$ cat src/rtl/pbs_ctrl.sv
// pbs_ctrl: turn sequencer for the battle datapath.
// Runs one player attack and then one AI attack per round. After each
// attack it checks the HP value fed back from the datapath, detects a
// knock-out and latches the winner. Every output is registered: the
// output values for the next cycle are decoded from the next state.
module pbs_ctrl #(
    parameter int unsigned AI_DELAY = 8,
    parameter int unsigned TURN_W   = 8
) (
    input  logic              clk,
    input  logic              rst,
    input  logic              move_valid,
    input  logic [1:0]        p_move_in,
    input  logic [3:0]        p_hp,
    input  logic [3:0]        AI_hp,
    output logic [1:0]        p_move,
    output logic              actr,
    output logic              target,
    output logic              app_dmg,
    output logic              busy,
    output logic              game_over,
    output logic              winner,
    output logic [2:0]        state_dbg,
    output logic [TURN_W-1:0] round_cnt
);

    typedef enum logic [3:0] {
        WAIT_P  = 4'd0,
        P_SEL   = 4'd1,
        P_HIT   = 4'd2,
        P_CHK   = 4'd3,
        AI_WAIT = 4'd4,
        AI_SEL  = 4'd5,
        AI_HIT  = 4'd6,
        AI_CHK  = 4'd7,
        OVER    = 4'd8
    } state_t;

    localparam logic [7:0] DLY_LOAD = 8'(AI_DELAY - 1);

    state_t            state, state_nx;
    logic [7:0]        dly, dly_nx;
    logic [1:0]        p_move_nx;
    logic              winner_nx;
    logic [TURN_W-1:0] round_nx;
    logic              actr_nx, target_nx, app_dmg_nx, busy_nx, game_over_nx;
    logic [2:0]        state_dbg_nx;

    // Next-state, datapath bookkeeping and next-cycle Moore outputs
    always_comb begin
        state_nx  = state;
        dly_nx    = dly;
        p_move_nx = p_move;
        winner_nx = winner;
        round_nx  = round_cnt;

        case (state)
            WAIT_P: begin
                if (move_valid) begin
                    p_move_nx = p_move_in;
                    state_nx  = P_SEL;
                end
            end
            P_SEL:  state_nx = P_HIT;
            P_HIT:  state_nx = P_CHK;
            P_CHK: begin
                if (AI_hp == 4'd0) begin
                    winner_nx = 1'b0;
                    state_nx  = OVER;
                end else begin
                    dly_nx   = DLY_LOAD;
                    state_nx = AI_WAIT;
                end
            end
            AI_WAIT: begin
                if (dly == 8'd0) begin
                    state_nx = AI_SEL;
                end else begin
                    dly_nx = dly - 8'd1;
                end
            end
            AI_SEL: state_nx = AI_HIT;
            AI_HIT: state_nx = AI_CHK;
            AI_CHK: begin
                if (p_hp == 4'd0) begin
                    winner_nx = 1'b1;
                    state_nx  = OVER;
                end else begin
                    if (round_cnt != '1) begin
                        round_nx = round_cnt + TURN_W'(1);
                    end
                    state_nx = WAIT_P;
                end
            end
            OVER:    state_nx = OVER;
            default: state_nx = WAIT_P;
        endcase

        // Outputs follow the state being entered, so they change only on
        // the state-entry edge and stay stable through the app_dmg cycle.
        actr_nx      = 1'b0;
        target_nx    = 1'b1;
        app_dmg_nx   = 1'b0;
        busy_nx      = 1'b1;
        game_over_nx = 1'b0;
        state_dbg_nx = state_nx[2:0];

        case (state_nx)
            AI_WAIT, AI_SEL, AI_HIT, AI_CHK: begin
                actr_nx   = 1'b1;
                target_nx = 1'b0;
            end
            default: ;
        endcase

        if (state_nx == P_HIT || state_nx == AI_HIT) begin
            app_dmg_nx = 1'b1;
        end

        if (state_nx == WAIT_P || state_nx == OVER) begin
            busy_nx = 1'b0;
        end

        if (state_nx == OVER) begin
            game_over_nx = 1'b1;
            state_dbg_nx = 3'd7;
        end
    end

    // State and registered outputs; reset wins over every other event
    always_ff @(posedge clk) begin
        if (!rst) begin
            state     <= WAIT_P;
            dly       <= '0;
            p_move    <= '0;
            winner    <= 1'b0;
            round_cnt <= '0;
            actr      <= 1'b0;
            target    <= 1'b1;
            app_dmg   <= 1'b0;
            busy      <= 1'b0;
            game_over <= 1'b0;
            state_dbg <= '0;
        end else begin
            state     <= state_nx;
            dly       <= dly_nx;
            p_move    <= p_move_nx;
            winner    <= winner_nx;
            round_cnt <= round_nx;
            actr      <= actr_nx;
            target    <= target_nx;
            app_dmg   <= app_dmg_nx;
            busy      <= busy_nx;
            game_over <= game_over_nx;
            state_dbg <= state_dbg_nx;
        end
    end

endmodule
$ cat config.mk
export PLATFORM = sky130hd
export DESIGN_NAME = pbs_ctrl
export DESIGN_NICKNAME = d
export VERILOG_FILES = /design/src/rtl/pbs_ctrl.sv
export SDC_FILE = /design/constraint.sdc
export NUM_CORES = 1
export LEC_CHECK = 0
export BUFFER_PORTS_ARGS = -buffer_cell sky130_fd_sc_hd__clkbuf_2
export CAP_MARGIN = 0
export CORE_ASPECT_RATIO = 0.9
export CORE_UTILIZATION = 54
export CTS_BUF_LIST = sky130_fd_sc_hd__clkbuf_4
export DETAILED_ROUTE_END_ITERATION = 8
export PLACE_DENSITY = 0.83
export SLEW_MARGIN = 10
export SYNTH_ARGS = -nofsm -noshare
export SYNTH_HDL_FRONTEND = slang
export SYNTH_SLANG_ARGS = --single-unit
export TNS_END_PERCENT = 5
$ cat constraint.sdc
create_clock -name clk -period 3.9 [get_ports clk]
set_input_delay 0.585 -clock clk [delete_from_list [all_inputs] [get_ports clk]]
set_output_delay 0.585 -clock clk [all_outputs]
set_load 0.02 [all_outputs]
==> flow_results.org <==
** Final layout
- Of the cells placed in the final design, the portion with a size suffix greater than 1 is 0.245.
- Final antenna diode count :: 0
- Total area of multi-input combinational cells :: ~750 sq um
- Filler instances :: roughly 220
- Compared with the post-synthesis result, the final layout area differs by 12.0%.
- Summing all non-filler instances in the final layout gives an area of between 1500 and 2000 sq um.
- Sequential cell area in the final layout :: 621 sq um
- Final-stage net count :: roughly 210
- Non-filler cells, final :: 220

** Setup path
- Crit path capture type :: flip-flop
- Worst Setup Path Type :: reg2reg
- The largest individual stage delay along the critical path comes from the cell a2111oi_0.
- Largest fanout of any net on the critical path :: 11
- Register-to-Register Path Depth :: 4
- Walking the worst path, the cells encountered are and3b_1 > nand3_1 > a2111oi_0 > mux2i_1.
- The worst setup path is launched from a flip-flop.
- At the worst endpoint, the arrival time is 2.36 ns.
- For the worst setup path, the data required time is about 4.2 ns.
- For this run, the slowest stage of the critical path takes about 0.63 ns.

** Timing
- After layout, the minimum clock period comes to approximately 2.1 ns.
- Fmax :: between 400 and 500 MHz
- Final hold analysis gives a worst-case slack of between 0.4 and 0.5 ns.
- Final Skew :: roughly 0.0074 ns
- Max-Slew Margin vs Limit :: 0.510
- In the finished design, the share of the clock period the worst path needs comes to 0.539.
- The number of hold violations in the final report was 0.
- RSZ-0062 raised after global routing :: no
- The number of max-slew violations in the final report was 0.
- Adding up every negative setup slack in the final design gives 0 ns.
- For the pin with the worst max-slew slack, the measured transition is between 0.7 and 0.8 ns.
- Setup violations remaining at the end of the flow were counted as 0.

** Synthesis
- Area contributors post-synth :: dfxtp_1 42%, mux2i_1 6.1%, a21oi_1 4.4%, nand3_1 4.1%, nor2_1 2.8%
- Number of distinct library cells after synthesis :: 42
- The commonest cells after synthesis are 31 x dfxtp_1, 13 x a21oi_1, 12 x nand3_1.
- In the synthesized netlist the async set-or-reset flop fraction comes to 0.
- The share of synthesized area in the top cell type comes to 0.422.
- Count of state elements after synthesis :: 31
- Number of warning messages in the yosys log :: 0
- For this run, the register share of the synthesized area comes to 0.422.
- Leading cell type by number of instances after synthesis :: dfxtp_1
- After technology mapping, the gate count stands at 161.
- A synthesized cell averages 9.14 sq um.
- Number of nets produced by synthesis :: approximately 180
- Summing every instance area after synthesis gives 1470 sq um.
- The synthesized design contains 0 enable-type register cells.
- Cell type contributing the most total cell area after synthesis :: dfxtp_1
- Flip-flop cell with the highest count after synthesis :: dfxtp_1

** Clock tree
- Post-CTS Hold Fix Bufs :: 0
- Cts repair resizes :: 0
- Root Buffer Master :: clkbuf_4
- Total CTS buffers :: 5
- Sinks on the clock net :: 31
- No sink is reached through more buffers than the 2 on the longest clock path.
- Clock latency on the worst-skew pair, taken at its later pin, is roughly 0.33 ns.
- Buffers inserted by post-CTS timing repair :: 0
- Clock-pin slew was measured on the worst setup and hold paths at 0.09 ns.
- Depth of the CTS H-tree :: 2
- TritonCTS built the clock tree.

** GRT
- For this run, global-route usage on met2 was measured as 0.400.
- For met1 alone, demand over resource in global routing was 0.266.
- Initial antenna violation count :: 0
- Pin count of the biggest net entering global routing :: 19
- For this run, the total global-route usage over all layers was measured as 0.235.
- For this run, global-route usage on met3 was measured as 0.0522.
- The number of global-route vias before repair came to around 1,300.
- Final global-route overflow total :: 0
- Most crowded layer after global routing :: met2
- Wire length of the first global-routing pass :: ~5300 um

** Routing
- In the routed layout, each cell is associated on average with a via count of about 6.1.
- Average detailed-routed wire length per instance :: between 10 and 15 um
- Routed Antenna Nets :: 0
- Detailed router's first-iteration violation count :: just under 60
- Post-route DRC :: 2
- The first detailed-routing pass took 6 iterations.
- The detailed router placed between 1,000 and 1,500 vias in this run.
- For this block, the routed nets add up to about 3000 um of wire.

** Die
- The total area inside the core boundary comes to roughly 2500 sq um.
- Die height :: just over 50 um
- The initial utilization of the core area, before any placement, comes to 0.586.
- Measured along the x axis, the die boundary spans roughly 57 um.
- Io pins :: 32
- Number of standard-cell rows in the floorplan :: 17
- Area enclosed by the die boundary :: slightly below 3000 sq um

** Power and ir drop
- Pwr dens :: roughly 380 nW/um^2
- Overall Power :: 0.000621 W
- VDD IR-drop max :: 0.278 mV
- For this design the static power due to leakage is between 0.6 and 0.7 nW.

** Run status
- The flow ran to the end, but the final reports show violations.
- Failing checks :: DRC

** Placed design
- Number of port buffers :: 31
- Placer Congestion :: roughly 0.86
- The number of placed instances, taps included, is 213.
- Detailed placement finished with a half-perimeter wire length of 2160 um.
- After detailed placement, the total cell area comes to roughly 1600 sq um.

** Min path
- The tightest min-delay check is of the reg2reg type.
- The worst hold path was traced through 2 stages.

** Flow run
- The tool flagged a number of max-cap violations equal to 0.
-- placed cells by master (no fill, tap or decap), drive strengths merged, types with 2 or more instances in the layout --
cell	instances
clkbuf	36
dfxtp	31
a21oi	13
nand3	12
nor2	11
inv	9
mux2i	9
o21ai	7
nand2	6
or2	5
or4	5
nor3	4
nor4	3
nand2b	3
or3	3
o41ai	3
ha	3
clkinv	3
or3b	2
nand3b	2
o31ai	2
o211ai	2
nand4	2
o311ai	2
-- metrics by stage --
step                setup WS, ns  utilization
floorplan                   2.06            -
global placement            1.82        0.638
detailed placement          1.74        0.638
CTS                         1.83        0.657
global route                1.64        0.657
finish                      1.80        0.657
-- cell families (layout without fill, tap and decap cells) --
group                      count (synthesis)  in the layout  synth area share
DFF                                       31             31             0.422
xor gates and xnor gates                   1              1           0.00595
adders and majority gates                  3              3            0.0255
and+or+nand+nor                           61             61             0.242
buffers and inverters                     17             48            0.0663
muxes                                      9              9            0.0612
AOI/OAI and AO/OA                         39             39             0.177
-- per-layer routing --
metal | vias to the layer above | share of wire
met5 | - | 0
met3 | 10 | 0.067
met2 | 55 | 0.47
met4 | 0 | 0.025
met1 | 607 | 0.44
li1 | 662 | -
-- worst max-delay path: cells and delay by family (launching register included) --
family / cells / cell delay, ns
multiplexers: 1 / 0.26
AND/OR/NAND/NOR: 2 / 0.61
AO/OA/AOI/OAI: 1 / 0.63
flip-flops: 1 / 0.53
-- final timing paths --
path | start | endpoint | slack (ns)
max | state[1] | dly[4] | 1.80
min | dly[7] | dly[7] | 0.49
max reg2reg | state[1] | dly[4] | 1.80
min reg2reg | dly[7] | dly[7] | 0.49
-- power by group --
group	leakage [nW]	total, W	switching, W	internal, W
clock	0.0285	0.000167	0.000103	0.0000637
sequential	0.252	0.000351	0.0000163	0.000335
combinational	0.394	0.000103	0.0000585	0.0000445
-- sequential cells by signal (all words and copies together) (netlist names) --
signal     flops
winner         1
app_dmg        1
p_move         2
target         1
busy           1
dly            8
state          4
actr           1
round_cnt      8
game_over      1
state_dbg      3
-- cell type report --
class,instances,share of cell area
Tap cell,28,0.0213
Clock inverter,2,0.00532
Inverter,10,0.0228
Clock buffer,5,0.0228
Timing Repair Buffer,31,0.0942
Sequential cell,31,0.377
Multi-Input combinational cell,113,0.457
Note: power is estimated with default switching activity, not from simulation.
